`src/rtl/tdc_pulse_sequencer.sv`:
```
// START/STOP pulse-pair burst sequencer for TDC characterisation, go/busy/done handshake.
// Optional pairs_sent status counter enabled by defining TDC_SEQ_STATUS_EN.
module tdc_pulse_sequencer #(
  parameter int unsigned CNT_WIDTH   = 16,
  parameter int unsigned BURST_WIDTH = 8
) (
  input  logic                   clk,
  input  logic                   rst_n,
  input  logic                   go,
  input  logic                   abort,
  input  logic [CNT_WIDTH-1:0]   delay,
  input  logic [CNT_WIDTH-1:0]   period,
  input  logic [BURST_WIDTH-1:0] count,
  output logic                   start_pulse,
  output logic                   stop_pulse,
  output logic                   busy,
  output logic                   done
`ifdef TDC_SEQ_STATUS_EN
  ,
  output logic [BURST_WIDTH-1:0] pairs_sent
`endif
);

  typedef enum logic [1:0] {
    S_IDLE,
    S_RUN,
    S_DONE
  } state_t;

  state_t                 state_q, state_d;
  logic [CNT_WIDTH-1:0]   cnt_q, cnt_d;
  logic [CNT_WIDTH-1:0]   dm1_q, dm1_d;
  logic [CNT_WIDTH-1:0]   pm1_q, pm1_d;
  logic [CNT_WIDTH-1:0]   d_eff;
  logic [BURST_WIDTH-1:0] rem_q, rem_d;
  logic                   start_d, stop_d, busy_d, done_d;
`ifdef TDC_SEQ_STATUS_EN
  logic [BURST_WIDTH-1:0] pairs_d;
`endif

  // Latched as D-1 and P-1 so the counter compares directly; P-1 = max(period-1, D)
  // keeps the clamp inside CNT_WIDTH even when delay is all-ones.
  assign d_eff = (delay == '0) ? CNT_WIDTH'(1) : delay;

  always_comb begin
    state_d = state_q;
    cnt_d   = cnt_q;
    dm1_d   = dm1_q;
    pm1_d   = pm1_q;
    rem_d   = rem_q;
    start_d = 1'b0;
    stop_d  = 1'b0;
    busy_d  = busy;
    done_d  = 1'b0;
`ifdef TDC_SEQ_STATUS_EN
    pairs_d = pairs_sent;
`endif
    case (state_q)
      S_IDLE: begin
        if (go && !abort) begin
          dm1_d = d_eff - CNT_WIDTH'(1);
          pm1_d = (period > d_eff) ? (period - CNT_WIDTH'(1)) : d_eff;
          rem_d = count;
          cnt_d = '0;
`ifdef TDC_SEQ_STATUS_EN
          pairs_d = '0;
`endif
          if (count == '0) begin
            state_d = S_DONE;
            done_d  = 1'b1;
            busy_d  = 1'b0;
          end else begin
            state_d = S_RUN;
            start_d = 1'b1;
            busy_d  = 1'b1;
          end
        end
      end
      S_RUN: begin
        if (abort) begin
          state_d = S_IDLE;
          busy_d  = 1'b0;
        end else if (stop_pulse && rem_q == '0) begin
          state_d = S_DONE;
          busy_d  = 1'b0;
          done_d  = 1'b1;
        end else begin
          cnt_d = cnt_q + CNT_WIDTH'(1);
          if (cnt_q == dm1_q) begin
            stop_d = 1'b1;
            rem_d  = rem_q - BURST_WIDTH'(1);
`ifdef TDC_SEQ_STATUS_EN
            pairs_d = pairs_sent + BURST_WIDTH'(1);
`endif
          end else if (cnt_q == pm1_q && rem_q != '0) begin
            start_d = 1'b1;
            cnt_d   = '0;
          end
        end
      end
      S_DONE: begin
        state_d = S_IDLE;
      end
      default: begin
        state_d = S_IDLE;
        busy_d  = 1'b0;
      end
    endcase
  end

  always_ff @(posedge clk or negedge rst_n) begin
    if (!rst_n) begin
      state_q     <= S_IDLE;
      cnt_q       <= '0;
      dm1_q       <= '0;
      pm1_q       <= '0;
      rem_q       <= '0;
      start_pulse <= 1'b0;
      stop_pulse  <= 1'b0;
      busy        <= 1'b0;
      done        <= 1'b0;
`ifdef TDC_SEQ_STATUS_EN
      pairs_sent  <= '0;
`endif
    end else begin
      state_q     <= state_d;
      cnt_q       <= cnt_d;
      dm1_q       <= dm1_d;
      pm1_q       <= pm1_d;
      rem_q       <= rem_d;
      start_pulse <= start_d;
      stop_pulse  <= stop_d;
      busy        <= busy_d;
      done        <= done_d;
`ifdef TDC_SEQ_STATUS_EN
      pairs_sent  <= pairs_d;
`endif
    end
  end

endmodule

```
`config.mk`:
```
export PLATFORM = sky130hd
export DESIGN_NAME = tdc_pulse_sequencer
export DESIGN_NICKNAME = d
export VERILOG_FILES = /design/src/rtl/tdc_pulse_sequencer.sv
export SDC_FILE = /design/constraint.sdc
export NUM_CORES = 1
export LEC_CHECK = 0
export BUFFER_PORTS_ARGS = -buffer_cell sky130_fd_sc_hd__buf_2
export CORE_UTILIZATION = 34
export DETAILED_ROUTE_END_ITERATION = 10
export PLACE_DENSITY = 0.63
export SYNTH_ARGS = -nofsm -noshare
export SYNTH_HDL_FRONTEND = slang
export SYNTH_SLANG_ARGS = --single-unit
```
`constraint.sdc`:
```
create_clock -name clk -period 2.8 [get_ports clk]
set_input_delay 0.14 -clock clk [delete_from_list [all_inputs] [get_ports clk]]
set_output_delay 0.14 -clock clk [all_outputs]
set_load 0.1 [all_outputs]
```
Yosys cells after proc, flatten, opt, wreduce, memory -nomap -nowiden --
Cells that the tools add are included. Widths: inputs -> output; s select.
Word-level totals: register bits 62, bits of input ports 44, output and inout port bits 4, logic and storage cells 77
Operators by class: add/sub/neg operators 4, $lt $le $gt $ge 1, equal/unequal tests 9, muxes and demuxes 38, bitwise gates (word level) 1, reductions and logical operators 15
Operator list (number):
- $mux 16 | 7
- $eq 16x16->1 | 2
- $mux 8 | 4
- $pmux 16 s2 | 1
- $sub 16x1->16 const B | 2
- $mux 1 | 17
- $add 16x1->16 const B | 1
- $gt 16x16->1 | 1
- $logic_not 16->1 | 1
- $logic_not 8->1 | 2
- $pmux 8 s2 | 1
- $mux 2 | 4
- $ne 2x2->1 const B | 4
- $reduce_bool 8->1 | 1
- $sub 8x1->8 const B | 1
- $reduce_and 5->1 | 1
- $pmux 1 s2 | 2
- $pmux 2 s2 | 1
- $reduce_and 2->1 | 2
- $reduce_and 4->1 | 1
- $logic_and 1x1->1 | 3
- $ne 3x3->1 const B | 1
- $pmux 1 s3 | 1
- $reduce_and 3->1 | 1
- 6 further kinds | 6

Depth between registers and ports, before layout --
depth after elaboration 7, gate-level depth with buffers 15, mapped depth without buffers 13

Worst setup path after synthesis --
OpenSTA, ideal clock, no wires.
kind input -> register, start point input port delay[7], end point register pm1_q[1], setup time 126 ps, data arrival time 2382 ps, required time 2674 ps, slack 292 ps, cell stages on the path 14, path buffers 2, path through nor4_1 and2_1 clkbuf_1 nand2_1 nor3_1 a21oi_1 inv_1 ha_1 nand4_1 o31ai_1 a41oi_1 buf_2 nor3_1 a221o_1
Between the ends: word-level cells in the longest chain between the ends 4
Ends and longest elaborated chain:
- start, declared | RTL line 11 | input logic [CNT_WIDTH-1:0] delay,
- $logic_not 16->1 | RTL line 43 | assign d_eff = (delay == '0) ? CNT_WIDTH'(1) : delay;
- $mux 16 (*) | RTL line 43
- $gt 16x16->1 | RTL line 62 | pm1_d = (period > d_eff) ? (period - CNT_WIDTH'(1)) : d_eff;
- $mux 16 (*) | RTL line 62
- end signal, assigned | RTL line 129 | pm1_q <= pm1_d;
- end, declared | RTL line 33 | logic [CNT_WIDTH-1:0] pm1_q, pm1_d;
Mark *: on every way between the ends. The rest lies on a longest branch, timed or not. A chain may end at the register's enable or synchronous reset.

Worst setup path after layout --
start point input port delay[11], end point register pm1_q[4]
The elaborated chain is that of the path after synthesis.

==> flow_summary.yaml <==
yosys:
  synth_edf_count: 0
  synth.most_common_cell: "dfrtp_1"
  synth-seq-cells: 62
  syn_area_per_cell_um2: 8.86
  synth_top_area_frac: 0.367
  ys_async_sr_fraction: 1.00
  ys_warn_count: 0
  synthesis.instances: 477
  synth_nets: 542
  ys.flop_type: "dfrtp_1"
  synth_cell_type_count: 50
  synth_area_mm2: 0.00423
  synth_commonest_cells: "62 x dfrtp_1, 57 x nand2_1, 37 x o21ai_0, 35 x xnor2_1, 32 x xor2_1"
  synthTopCellsByArea: "dfrtp_1 37%, xnor2_1 7.3%, xor2_1 6.6%"
  seq_area_frac_synth: 0.367
  synth_top_cell_by_area: "dfrtp_1"
worst_setup_path:
  worst_setup_path_end_kind: "flip-flop"
  worstPathRequired_ns: 3.00
  cp-start-kind: "input port"
  rrSetupSlack_ns: 0.43
  cpMostUsedCell: "nor3_1"
  critPathBufInv: 3
  reg2reg_from: "state_q[0]$_DFFE_PN0P_"
  crit_slowest_cell: "or4_1"
  path_class: "input port to flip-flop"
  critical-path-max-stage-delay_ns: 0.53
  cp_max_fo: 20
  crit_chain: "buf_2 > or4_1 > nor2_1 > nand2_1 > nor3_1 > a21oi_1 > inv_1 > ha_1 > nand4_1 > o31ai_1 > a41oi_2 > buf_12 > nor3_1 > a221o_1"
  arrival_ns: 2.65
  worstRegToRegCells: 6
  path_delay_family: "simple AND/OR/NAND/NOR gates"
  regToRegEndpoint: "rem_q[3]$_DFFE_PN0P_"
min_path:
  min_to: "state_q[1]$_DFFE_PN0P_"
  worstHoldStart: "abort"
  hold_class: "input port to flip-flop"
  hold_depth: 2
cells_and_area:
  area_delta_synth_final_pct: 18.7
  layout.nets: 590
  final-seq-area_mm2: 0.00155
  fillCellCount: 1224
  drive_gt1_frac: 0.179
  antenna_cells: 0
  multi_input_area_mm2: 0.00249
detailed_routing:
  route.vias.total: 3557
  routedWlPerCell_um: 14.8
  wl_um: 10300
  ant_nets: 0
  drc: 0
  drt_iter0_drc: 234
  first_pass_iters: 4
  via_per_inst: 5.10
clock_network:
  cts_root_buf: "clkbuf_16"
  cts_resized: 0
  cts_buffers: 9
  cts_buffer_depth: 2
  worstSkewPairLatency_ns: 0.32
  cts_max_level: 3
  cts_sinks: 62
  cts.reportedPaths.clkPinSlew_ns: 0.06
  cts_tree: "yes"
grt:
  grt_pass1_vias: 3580
  grt_pass1_wl_um: 17600
  grt_antenna_before_repair: 0
  grt_start_max_net_pins: 66
  grt_use_total: 0.172
  grt-ovfl-total: 0
timing:
  drv_slew: 0
  hold_viol: 0
  post-route-min-period_ns: 2.45
  fmax_ghz: 0.408
  relSlewSlack: 0.431
  post-route-worst-setup-slack_ns: 0.347
  tns_ns: 0
  finalCritPeriodShare: 0.876
  tightest_slew_ns: 0.850
  finalSetupViolations: 0
  clock-skew-final_ns: 0.00600
  rsz0062_at_grt: "no"
outcome:
  outcome: "finished, final reports clean"
pwr:
  p_leak_nw: 2.28
  power.density_mw_per_mm2: 633
  irDropWorstVdd_mv: 0.276
floorplan:
  start_util: 0.350
  fp.dieW_um: 113
  core_mm2: 0.0121
  io_pins: 48
  chipHeight_um: 113
  rows: 40
  die_area_mm2: 0.0129
flow_run:
  drv_cap: 0
placed_design:
  hpwl_um: 8220
  port_buffers: 47
  dp_slack_ns: 0.0394
  place_congestion: 0.822
-- through the flow --
step / hold slack (ns) / power [mW] / cell area [um2] / instances / utilization
after CTS: 0.0102 / 3.20 / 5020 / 698 / 0.416
after global placement: 0.217 / 1.94 / 4670 / 681 / 0.388
after global routing: 0.0203 / 3.36 / 5020 / 698 / 0.416
after detailed placement: 0.229 / 1.97 / 4670 / 681 / 0.388
after floorplan: -0.156 / 1.72 / 4230 / 477 / -
final: 0.0233 / 3.18 / 5020 / 698 / 0.416
-- cell type report --
type                       count  share of cell area
sequential                    62               0.309
tap                          168              0.0419
inverter                      21              0.0157
timing repair buffer          61              0.0708
clock inverter                 5              0.0162
multi-input combinational    370               0.496
clock buffer                  11              0.0504
-- registers in the layout, indices dropped and copies added (netlist names) --
register	flops
busy	1
cnt_q	16
dm1_q	16
done	1
pm1_q	16
rem_q	8
start_pulse	1
state_q	2
stop_pulse	1
-- power by group --
group	switching (mW)	internal [mW]	total [mW]
clock network	0.397	0.827	1.22
logic	0.424	0.307	0.731
registers	0.158	1.06	1.22
total	0.979	2.20	3.18
-- cells in the final DEF (no fill, tap or decap), drive strengths merged, types with 18 or more instances in the layout --
master and n:
a21oi 21, o21ai 44, nor3 18, xor2 32
xnor2 35, ha 21, inv 21, buf 60
nor2 31, dfrtp 62, nand2 57
-- logic make-up after synthesis --
kind of cell,Yosys count,share of synthesized area
flip-flops,62,0.367
AO/OA/AOI/OAI,95,0.139
XOR/XNOR,67,0.139
buffers and inverters,45,0.0465
multiplexers,12,0.0284
AND/OR/NAND/NOR,175,0.218
adder cells (fa/ha/maj),21,0.0622
-- metal layers --
metal	vias to the layer above	wire length, um	track usage
met3	12	404	0.0287
met4	0	172	0.0553
met1	1676	5000	0.237
met5	-	0	0
met2	97	4770	0.276
li1	1772	-	-
-- what timing repair did --
action | in CTS | in global routing
hold buffers | 1 | 0
endpoints found under the hold margin | 27 | 0
buffers inserted | 0 | 0
-- worst max-delay path by stage --
stage / startpoint / to / slack [ns] / cells after the start
after floorplan: delay[7] / pm1_q[1]$_DFFE_PN0P_ / 0.29 / 14
after global placement: delay[11] / pm1_q[1]$_DFFE_PN0P_ / 0.13 / 14
after detailed placement: delay[11] / pm1_q[4]$_DFFE_PN0P_ / 0.04 / 14
after CTS: delay[11] / pm1_q[4]$_DFFE_PN0P_ / 0.38 / 14
after global routing: delay[11] / pm1_q[5]$_DFFE_PN0P_ / 0.15 / 14
final: delay[11] / pm1_q[4]$_DFFE_PN0P_ / 0.35 / 14
(Power assumes the default switching activity.)
